$ cat src/rtl/multicycle_control_unit.sv
// Multicycle MIPS control unit: FETCH/DECODE/EXEC/MEM/WB sequencer with its own
// instruction register, memory-wait timeouts, illegal-opcode trap and sticky halt/error.
module multicycle_control_unit #(
  parameter int WAIT_W   = 8,
  parameter int MAX_WAIT = 200,
  parameter int PCSRC_W  = 3
) (
  input  logic               CLK,
  input  logic               nRST,
  input  logic [31:0]        imemload,
  input  logic               ihit,
  input  logic               dhit,
  input  logic               alu_zf,
  output logic               iREN,
  output logic               dREN,
  output logic               dWEN,
  output logic               pc_en,
  output logic               ir_en,
  output logic               RegWr,
  output logic               MemToReg,
  output logic               RegDst,
  output logic               ALUSrc,
  output logic               ALUSrc2,
  output logic               ExtOp,
  output logic [3:0]         ALUctr,
  output logic [PCSRC_W-1:0] PCSrc,
  output logic [5:0]         opcode,
  output logic [5:0]         funct,
  output logic [4:0]         rs,
  output logic [4:0]         rt,
  output logic [4:0]         rd,
  output logic [4:0]         shamt,
  output logic [15:0]        immediate,
  output logic [25:0]        immediate26,
  output logic               halt,
  output logic               err,
  output logic [2:0]         state
);

  localparam logic [3:0] ALU_SLL = 4'd0, ALU_SRL = 4'd1, ALU_ADD = 4'd2, ALU_SUB = 4'd3,
                         ALU_AND = 4'd4, ALU_OR  = 4'd5, ALU_XOR = 4'd6, ALU_NOR = 4'd7,
                         ALU_SLT = 4'd8, ALU_SLTU = 4'd9, ALU_LUI = 4'd10;

  localparam logic [PCSRC_W-1:0] PC_SEQ = PCSRC_W'(0), PC_BR = PCSRC_W'(1),
                                 PC_JMP = PCSRC_W'(2), PC_REG = PCSRC_W'(3);

  localparam logic [WAIT_W-1:0] WAIT_LAST = WAIT_W'(MAX_WAIT - 1);

  typedef enum logic [2:0] {
    S_IDLE = 3'd0, S_FETCH = 3'd1, S_DECODE = 3'd2, S_EXEC = 3'd3,
    S_MEM  = 3'd4, S_WB    = 3'd5, S_HALT   = 3'd6, S_ERR  = 3'd7
  } state_t;

  typedef enum logic [3:0] {
    C_ALU, C_LW, C_SW, C_BEQ, C_BNE, C_J, C_JAL, C_JR, C_HALT, C_ILL
  } iclass_t;

  state_t            state_q, state_d;
  logic [31:0]       ir_q, ir_d;
  logic [WAIT_W-1:0] wait_q, wait_d;

  iclass_t    dec_cls;
  logic       dec_ext, dec_alu_src, dec_alu_src2, dec_reg_dst;
  logic [3:0] dec_alu_op;

  assign opcode      = ir_q[31:26];
  assign rs          = ir_q[25:21];
  assign rt          = ir_q[20:16];
  assign rd          = ir_q[15:11];
  assign shamt       = ir_q[10:6];
  assign funct       = ir_q[5:0];
  assign immediate   = ir_q[15:0];
  assign immediate26 = ir_q[25:0];
  assign state       = state_q;

  // NOTE: IR is reset (not left as plain storage) because its fields are outputs that must read 0 in IDLE.
  // NOTE: sequential state uses <= so every register samples pre-edge values regardless of statement order.
  always_ff @(posedge CLK or negedge nRST) begin
    if (!nRST) begin
      state_q <= S_IDLE;
      ir_q    <= '0;
      wait_q  <= '0;
    end else begin
      state_q <= state_d;
      ir_q    <= ir_d;
      wait_q  <= wait_d;
    end
  end

  // NOTE: every always_comb output gets a default first so no path can infer a latch.
  always_comb begin
    dec_cls      = C_ILL;
    dec_ext      = 1'b0;
    dec_alu_src  = 1'b0;
    dec_alu_src2 = 1'b0;
    dec_reg_dst  = 1'b0;
    dec_alu_op   = ALU_ADD;
    case (opcode)
      6'h00: begin
        dec_cls     = C_ALU;
        dec_reg_dst = 1'b1;
        case (funct)
          6'h21: dec_alu_op = ALU_ADD;
          6'h23: dec_alu_op = ALU_SUB;
          6'h24: dec_alu_op = ALU_AND;
          6'h25: dec_alu_op = ALU_OR;
          6'h26: dec_alu_op = ALU_XOR;
          6'h27: dec_alu_op = ALU_NOR;
          6'h2A: dec_alu_op = ALU_SLT;
          6'h2B: dec_alu_op = ALU_SLTU;
          6'h00: begin dec_alu_op = ALU_SLL; dec_alu_src2 = 1'b1; end
          6'h02: begin dec_alu_op = ALU_SRL; dec_alu_src2 = 1'b1; end
          6'h08: dec_cls = C_JR;
          default: dec_cls = C_ILL;
        endcase
      end
      6'h02: dec_cls = C_J;
      6'h03: dec_cls = C_JAL;
      6'h04: begin dec_cls = C_BEQ; dec_ext = 1'b1; dec_alu_op = ALU_SUB; end
      6'h05: begin dec_cls = C_BNE; dec_ext = 1'b1; dec_alu_op = ALU_SUB; end
      6'h09: begin dec_cls = C_ALU; dec_ext = 1'b1; dec_alu_src = 1'b1; dec_alu_op = ALU_ADD;  end
      6'h0A: begin dec_cls = C_ALU; dec_ext = 1'b1; dec_alu_src = 1'b1; dec_alu_op = ALU_SLT;  end
      6'h0B: begin dec_cls = C_ALU; dec_ext = 1'b1; dec_alu_src = 1'b1; dec_alu_op = ALU_SLTU; end
      6'h0C: begin dec_cls = C_ALU; dec_alu_src = 1'b1; dec_alu_op = ALU_AND; end
      6'h0D: begin dec_cls = C_ALU; dec_alu_src = 1'b1; dec_alu_op = ALU_OR;  end
      6'h0E: begin dec_cls = C_ALU; dec_alu_src = 1'b1; dec_alu_op = ALU_XOR; end
      6'h0F: begin dec_cls = C_ALU; dec_alu_src = 1'b1; dec_alu_op = ALU_LUI; end
      6'h23: begin dec_cls = C_LW;  dec_ext = 1'b1; dec_alu_src = 1'b1; end
      6'h2B: begin dec_cls = C_SW;  dec_ext = 1'b1; dec_alu_src = 1'b1; end
      6'h3F: dec_cls = C_HALT;
      default: dec_cls = C_ILL;
    endcase
  end

  always_comb begin
    state_d  = state_q;
    ir_d     = ir_q;
    iREN     = 1'b0;
    dREN     = 1'b0;
    dWEN     = 1'b0;
    pc_en    = 1'b0;
    ir_en    = 1'b0;
    RegWr    = 1'b0;
    MemToReg = 1'b0;
    RegDst   = 1'b0;
    ALUSrc   = 1'b0;
    ALUSrc2  = 1'b0;
    ExtOp    = 1'b0;
    ALUctr   = 4'd0;
    PCSrc    = PC_SEQ;
    halt     = 1'b0;
    err      = 1'b0;

    // Datapath selects stay stable for the whole life of the decoded instruction.
    if (state_q inside {S_DECODE, S_EXEC, S_MEM, S_WB}) begin
      ExtOp   = dec_ext;
      ALUSrc  = dec_alu_src;
      ALUSrc2 = dec_alu_src2;
      RegDst  = dec_reg_dst;
      ALUctr  = dec_alu_op;
    end

    case (state_q)
      S_IDLE: state_d = S_FETCH;
      S_FETCH: begin
        iREN = 1'b1;
        if (ihit) begin
          ir_en   = 1'b1;
          ir_d    = imemload;
          state_d = S_DECODE;
        end else if (wait_q == WAIT_LAST) begin
          state_d = S_ERR;
        end
      end
      S_DECODE: begin
        if (dec_cls == C_HALT)     state_d = S_HALT;
        else if (dec_cls == C_ILL) state_d = S_ERR;
        else                       state_d = S_EXEC;
      end
      S_EXEC: begin
        case (dec_cls)
          C_BEQ: begin PCSrc = alu_zf  ? PC_BR : PC_SEQ; pc_en = 1'b1; state_d = S_FETCH; end
          C_BNE: begin PCSrc = !alu_zf ? PC_BR : PC_SEQ; pc_en = 1'b1; state_d = S_FETCH; end
          C_J:   begin PCSrc = PC_JMP; pc_en = 1'b1; state_d = S_FETCH; end
          C_JR:  begin PCSrc = PC_REG; pc_en = 1'b1; state_d = S_FETCH; end
          C_JAL: begin PCSrc = PC_JMP; state_d = S_WB; end
          C_LW, C_SW: state_d = S_MEM;
          default: state_d = S_WB;
        endcase
      end
      S_MEM: begin
        dREN = (dec_cls == C_LW);
        dWEN = (dec_cls == C_SW);
        if (dhit) begin
          if (dec_cls == C_LW) begin
            state_d = S_WB;
          end else begin
            pc_en   = 1'b1;
            state_d = S_FETCH;
          end
        end else if (wait_q == WAIT_LAST) begin
          state_d = S_ERR;
        end
      end
      S_WB: begin
        RegWr    = 1'b1;
        MemToReg = (dec_cls == C_LW);
        pc_en    = 1'b1;
        PCSrc    = (dec_cls == C_JAL) ? PC_JMP : PC_SEQ;
        state_d  = S_FETCH;
      end
      S_HALT: halt = 1'b1;
      S_ERR:  err  = 1'b1;
      default: state_d = S_IDLE;
    endcase

    // Wait counter saturates and restarts on every state change.
    if (state_d != state_q)
      wait_d = '0;
    else if ((state_q == S_FETCH || state_q == S_MEM) && wait_q != '1)
      wait_d = wait_q + 1'b1;
    else
      wait_d = wait_q;
  end

endmodule
$ cat config.mk
export PLATFORM = sky130hd
export DESIGN_NAME = multicycle_control_unit
export DESIGN_NICKNAME = d
export VERILOG_FILES = /design/src/rtl/multicycle_control_unit.sv
export SDC_FILE = /design/constraint.sdc
export NUM_CORES = 1
export LEC_CHECK = 0
export CORE_ASPECT_RATIO = 0.5
export CORE_MARGIN = 1
export CORE_UTILIZATION = 43
export DETAILED_ROUTE_END_ITERATION = 10
export PLACE_DENSITY = 0.82
export SYNTH_ARGS = -nofsm -noshare
export SYNTH_HDL_FRONTEND = slang
export SYNTH_SLANG_ARGS = --single-unit
export TNS_END_PERCENT = 1
$ cat constraint.sdc
create_clock -name CLK -period 2.3 [get_ports CLK]
set_clock_uncertainty 0.05 [all_clocks]
set_input_delay 0.46 -clock CLK [delete_from_list [all_inputs] [get_ports CLK]]
set_output_delay 0.46 -clock CLK [all_outputs]
set_load 0.005 [all_outputs]
==> flow_metrics.py, run 1 <==
metrics = {
    "outcome": {
        "status": "finished, violations left",
        "violations": "negative setup slack",
    },
    "worst_setup_path": {
        "worstPathRequired_ns": 1.79,
        "startpoint_type": "register",
        "critPathSlowestCell": "dfrtp_2",
        "crit_type": "register to primary output",
        "crit_chain": "buf_4, o31ai_2, a211o_1, o211ai_1, o41ai_2, buf_2",
        "critPathTopFamily": "compound AO/OA/AOI/OAI gates",
        "critical_path_buf_inv_count": 2,
        "crit_fanout": 4,
        "slowest_delay_ns": 0.44,
        "crit_arrival_ns": 2.02,
        "end_kind": "primary output",
    },
    "logic_synthesis": {
        "ys_seq_area_share_pct": 35.7,
        "synth-compound-area-share_pct": 15.5,
        "synthAdderAreaFrac_pct": 0.415,
        "synth_area_leader_cell": "dfrtp_1",
        "ys_ff_latch": 43,
        "synth_area_um2": 3020,
        "syn_area_per_cell_um2": 9.54,
        "synthTopCellsByArea": "dfrtp_1, buf_4, mux2_2, o21ai_0, nand2_1",
        "synthDistinctLibCells": 65,
        "yosysMostFrequentCell": "buf_4",
        "yosys_warnings": 0,
        "synth_xor_area_share_pct": 2.03,
        "synth_common_cells": "buf_4, dfrtp_1, mux2_2",
        "synth_cells": 316,
        "synthSimpleGateAreaFrac_pct": 20.2,
        "ys.flop_type": "dfrtp_1",
        "synth-edff-count": 0,
        "muxShareOfSynthArea_pct": 10.8,
        "syn_nets": 354,
        "synth_top_family_by_area": "simple AND/OR/NAND/NOR gates",
        "synth_top_area_share_pct": 35.7,
        "async_flop_share_pct": 100,
    },
    "timing": {
        "setup_viol": 8,
        "rsz0062_at_grt": "true",
        "slew_violations": 0,
        "fmax_ghz": 0.395,
        "layout_worst_path_cycle_share_pct": 110,
        "setup-tns-final_ns": -0.768,
        "tightest_slew_ns": 0.651,
        "min_period_ns": 2.53,
        "relSlewSlack_pct": 56.3,
        "timing.final.ws_setup_ns": -0.234,
        "hold_viol_final": 0,
    },
    "die": {
        "rows": 21,
        "io_pins": 134,
        "core_um2": 6730,
        "initial_core_util_pct": 44.8,
        "die_height_um": 61.2,
        "die_w_um": 120,
        "dieArea_um2": 7370,
    },
    "layout": {
        "fin_util_pct": 73.5,
        "diodes": 0,
        "final_cell_count_no_fill": 563,
        "area_growth_pct": 64.0,
        "fillers": 452,
        "nets": 508,
        "drive_gt1_share_pct": 36.5,
    },
    "power": {
        "p_leak_nw": 2.08,
        "vdd_drop_max_mv": 0.634,
        "finalPower_mw": 7.18,
        "power.density_nw_per_um2": 1450,
    },
    "route": {
        "num_vias": 3032,
        "first_pass_iters": 4,
        "route.detailed.drc": 0,
        "vias_per_cell": 5.39,
        "drtIter0Drc": 165,
        "ant_nets": 0,
        "drt_wl_total_mm": 9.62,
        "wl_per_cell_um": 17.1,
    },
    "flow_run": {
        "max_cap_viol_count": 0,
    },
    "clock_tree": {
        "clock_sinks": 43,
        "cts_tree": "built",
        "cts-buffers-inserted": 5,
        "htreeDepth": 2,
        "clock_latency_ns": 0.29,
        "cts_root_buf": "clkbuf_16",
        "cts_hold_buf": 0,
        "cts_buffer_depth": 2,
        "clk_pin_slew_ns": 0.06,
    },
    "placed_design": {
        "io_buffers": 132,
        "placed_cells": 546,
        "dp_hpwl_mm": 6.95,
        "gp_congestion": 0.934,
    },
    "global_routing": {
        "grt-ovfl-total": 0,
        "grt_pass1_vias": 2790,
        "grt_antenna_before_repair": 0,
        "grt_pass1_wl_mm": 14.6,
        "grt_use_total_pct": 26.0,
        "grt_max_degree": 37,
    },
    "hold_path": {
        "worst_hold_path_type": "primary input to asynchronous set/reset pin",
    },
}
routing by layer:
| metal | global-route usage (%) | wire, um | vias up |
|---|---|---|---|
| li1 | - | - | 1407 |
| met1 | 32.1 | 3920 | 1506 |
| met2 | 48.0 | 5060 | 102 |
| met3 | 4.72 | 510 | 17 |
| met4 | 7.58 | 131 | 0 |
| met5 | 0 | 0 | - |
final cells by class:
| cell class | instances | area, um2 | area share (%) |
|---|---|---|---|
| Tap cell | 92 | 115 | 2.33 |
| Timing Repair Buffer | 209 | 1930 | 39.1 |
| Multi-Input combinational cell | 202 | 1600 | 32.4 |
| Clock buffer | 5 | 125 | 2.53 |
| Inverter | 9 | 33.8 | 0.683 |
| Sequential cell | 43 | 1090 | 22.0 |
| Clock inverter | 3 | 46.3 | 0.936 |
sequential cells by signal, summed over array words and instances, names as in the netlist:
name and count:
state 3, wait_q 8, ir_q 32
power by group:
group	switching [mW]	internal [mW]	total [mW]
logic	2.00	2.85	4.85
clock network	0.312	0.516	0.828
registers	0.407	1.10	1.50
cells by family after synthesis:
logic type               after synthesis
other                                  1
adder cells (fa/ha/maj)                1
AND/OR/NAND/NOR                      102
multiplexers                          29
flip-flops                            43
XOR/XNOR                               7
buffers and inverters                 71
AO/OA/AOI/OAI                         62
cells in the final DEF (no fill, tap or decap), types with 3 or more instances in the layout:
master and instances:
a21oi_1 8, a31oi_1 4, and3_1 4, buf_12 3, buf_2 4, buf_4 66, buf_6 8, clkbuf_16 5
clkbuf_2 3, clkdlybuf4s15_2 3, clkdlybuf4s50_1 115, dfrtp_1 34, dfrtp_2 9, dlygate4sd2_1 5, inv_1 8, mux2_2 27
nand2_1 19, nand3_1 7, nand3_2 3, nand4_1 3, nor2_1 16, nor2_2 3, nor3_1 4, nor3b_1 3
nor4_1 7, nor4b_2 3, o21ai_0 14, o21ai_1 4, or3_1 3, xnor2_1 4, xor2_1 3
worst register-to-register path: stages (launching register included):
cell and delay, ns:
dfrtp_2 0.45, nor4b_4 0.34, buf_4 0.18, a21oi_1 0.08
o31ai_2 0.26, buf_4 0.18, a2111oi_4 0.05, buf_4 0.18
or3_1 0.34
final timing paths:
| kind | start | endpoint | slack (ns) | depth (start not counted) |
|---|---|---|---|---|
| max in group asynchronous | nRST | ir_q[29] | 1.54 | 2 |
| worst min-delay path | nRST | ir_q[1] | 0.06 | 1 |
| min in group CLK | ir_q[18] | ir_q[18] | 0.49 | 1 |
| worst max-delay path | ir_q[5] | PCSrc[0] | -0.23 | 6 |
| worst min register to register | ir_q[18] | ir_q[18] | 0.49 | 1 |
| worst max register to register | ir_q[0] | state[2] | 0.08 | 8 |
stage by stage:
stage	hold WS, ns	area, um2	setup slack [ns]
after floorplan	0.114	3020	0.197
after global placement	0.370	4570	-0.284
after detailed placement	0.375	4570	-0.330
after CTS	0.0714	4860	-0.243
after global routing	0.0938	4940	-0.272
final	0.0557	4940	-0.234
repair_timing:
item	in CTS	in global routing
gates resized for setup	50	34
pin swaps	7	11
endpoints found under the setup margin	16	21
setup buffers	6	4
No activity file was read; power rests on OpenSTA's default activity.
==> inputs of run 2 (changes only) <==
- ABC_AREA: unset -> 1
- CORE_UTILIZATION: 43 -> 41
- GPL_TIMING_DRIVEN: unset -> 1
- PLACE_DENSITY: 0.82 -> 0.81
==> flow_metrics.py, run 2 <==
metrics = {
    "worst_setup_path": {
        "crit_type": "register to primary output",
        "crit_fanout": 4,
        "crit_arrival_ns": 1.99,
        "end_kind": "primary output",
        "worstPathRequired_ns": 1.79,
        "startpoint_type": "register",
    },
    "die": {
        "rows": 20,
        "io_pins": 134,
        "die_height_um": 60.0,
        "core_um2": 6280,
        "initial_core_util_pct": 43.9,
        "die_w_um": 118,
        "dieArea_um2": 7080,
    },
    "timing": {
        "hold_viol_final": 0,
        "rsz0062_at_grt": "true",
        "hold_ws_ns": 0.184,
        "fmax_ghz": 0.400,
        "setup-tns-final_ns": -0.674,
        "setup_viol": 5,
        "min_period_ns": 2.50,
        "slew_violations": 0,
        "layout_worst_path_cycle_share_pct": 109,
        "relSlewSlack_pct": 64.1,
        "tightest_slew_ns": 0.538,
        "timing.final.ws_setup_ns": -0.199,
    },
    "clock_tree": {
        "cts-buffers-inserted": 5,
        "clk_pin_slew_ns": 0.06,
        "cts_root_buf": "clkbuf_16",
        "cts_hold_buf": 0,
        "cts_tree": "built",
        "htreeDepth": 2,
        "clock_latency_ns": 0.28,
        "clock_sinks": 43,
        "cts_buffer_depth": 2,
    },
    "logic_synthesis": {
        "synth_common_cells": "nand2_1, buf_4, dfrtp_1",
        "synth_cells": 377,
        "synth_area_um2": 2760,
        "synth-edff-count": 0,
        "yosysMostFrequentCell": "nand2_1",
        "yosys_warnings": 0,
        "synthDistinctLibCells": 32,
        "syn_area_per_cell_um2": 7.31,
        "synth_area_leader_cell": "dfrtp_1",
        "ys.flop_type": "dfrtp_1",
        "ys_ff_latch": 43,
        "async_flop_share_pct": 100,
        "synthTopCellsByArea": "dfrtp_1, nand2_1, buf_4, inv_1, nor2_1",
        "syn_nets": 415,
        "ys_seq_area_share_pct": 39.0,
        "synth_top_area_share_pct": 39.0,
    },
    "route": {
        "drt_wl_total_mm": 7.55,
        "num_vias": 2842,
        "wl_per_cell_um": 12.6,
        "first_pass_iters": 4,
        "ant_nets": 0,
        "drtIter0Drc": 144,
        "route.detailed.drc": 0,
        "vias_per_cell": 4.75,
    },
    "layout": {
        "regMostFlops": "ir_q",
        "area_growth_pct": 58.0,
        "nets": 547,
        "largest_reg_flops": 32,
        "fillers": 484,
        "drive_gt1_share_pct": 20.0,
        "final_cell_mix": "clkdlybuf4s50_1, nand2_1, buf_4",
        "finalInstanceArea_um2": 4360,
        "diodes": 0,
        "fin_util_pct": 69.4,
        "final_common_cell": "clkdlybuf4s50_1",
    },
    "global_routing": {
        "grt_pass1_vias": 2701,
        "grt-ovfl-total": 0,
        "grt_use_total_pct": 22.3,
        "grt_pass1_wl_mm": 12.4,
        "grt_antenna_before_repair": 0,
        "grt_max_degree": 44,
    },
    "placed_design": {
        "io_buffers": 132,
        "dp_hpwl_mm": 5.77,
        "dpl_cell_area_um2": 4130,
        "gp_congestion": 0.905,
    },
    "power": {
        "finalPower_mw": 1.52,
        "power_frac_seq_pct": 49.9,
        "p_leak_nw": 2.12,
        "vdd_drop_max_mv": 0.255,
        "clockPowerShare_pct": 44.8,
        "swShare_pct": 20.1,
        "power.internal_mw": 1.21,
        "power.density_nw_per_um2": 348,
        "power_switching_uw": 304,
        "pwr-share-comb_pct": 5.2,
    },
    "outcome": {
        "status": "finished, violations left",
        "violations": "negative setup slack",
    },
    "flow_run": {
        "max_cap_viol_count": 0,
    },
    "hold_path": {
        "worst_hold_path_type": "primary input to asynchronous set/reset pin",
    },
}
==> run 2: changes by cell type in the layout (fill, tap and decap cells not counted), moves of 8 or more <==
| cell | change |
|---|---|
| nor2_2 | +18 |
| nand3_1 | +8 |
| nand2_1 | +94 |
| buf_4 | -24 |
| mux2_2 | -27 |
| inv_1 | +23 |
==> run 2: logic make-up (layout without fill, tap and decap cells) <==
logic type / Yosys count / count (layout) / synth area share [%]
simple gates: 206 / 206 / 34.4
fa+ha+maj: 1 / 1 / 0.454
compound gates: 36 / 36 / 6.81
flops: 43 / 43 / 39.0
other cells: 1 / 1 / 0.136
buf+inv: 85 / 218 / 17.6
xor+xnor: 4 / 4 / 1.27
mux: 1 / 1 / 0.363
==> run 2: what timing repair did <==
| action | 4_1_cts | 5_1_grt |
|---|---|---|
| buffers inserted | 2 | 1 |
| setup endpoints to repair | 15 | 12 |
| gates resized for setup | 21 | 18 |
| pin swaps | 1 | 4 |
==> run 2: layout make-up <==
cell class                      instances  area, um2  share of cell area, %
Tap cell                               88        110                   2.53
Inverter                               35        131                   3.01
Clock buffer                            6        129                   2.96
Timing Repair Buffer                  175       1640                   37.6
Sequential cell                        43       1080                   24.7
Multi-Input combinational cell        249       1260                   28.9
Clock inverter                          2       12.5                  0.287
==> run 2: power groups by stage <==
stage	Sequential, mW	Combinational [mW]	Clock, mW
3_5_place_dp	0.770	0.0796	0
3_3_place_gp	0.770	0.0786	0
4_1_cts	0.756	0.0802	0.698
5_1_grt	0.756	0.0870	0.717
6_report	0.757	0.0794	0.680
2_1_floorplan	0.771	0.00186	0
==> run 2: layer usage <==
metal | global-route usage [%] | vias up | part of all wire [%]
met5 | 0 | - | 0
met4 | 8.97 | 0 | 2.3
met3 | 4.29 | 19 | 4.9
met2 | 41.8 | 86 | 51
met1 | 26.0 | 1316 | 42
li1 | - | 1421 | -
==> run 2: critical path, stage by stage, from the launching register on <==
cell and delay, ns:
dfrtp_1 0.38, buf_4 0.15, buf_4 0.14, inv_1 0.07, nand2_1 0.06, nor2_2 0.11, nand2_2 0.09, a31oi_1 0.16
o21ai_1 0.10, clkdlybuf4s50_1 0.45
==> run 2: path summary, 6_finish.rpt <==
check                          from   endpoint  slack (ns)  cells past startpoint
setup / recovery           ir_q[29]      pc_en       -0.20                      9
hold / removal                 nRST    ir_q[4]        0.18                      2
setup reg to reg           ir_q[29]  wait_q[0]        0.34                     15
hold reg to reg            ir_q[18]   ir_q[18]        0.46                      2
max in group asynchronous      nRST    ir_q[3]        1.63                      2
min in group CLK           ir_q[18]   ir_q[18]        0.46                      2
==> run 2: per-stage QoR <==
stage | instances | setup slack [ns]
finish | 598 | -0.199
global route | 598 | -0.307
global placement | 587 | -0.0122
CTS | 597 | -0.258
detailed placement | 587 | -0.0426
floorplan | 377 | 0.523
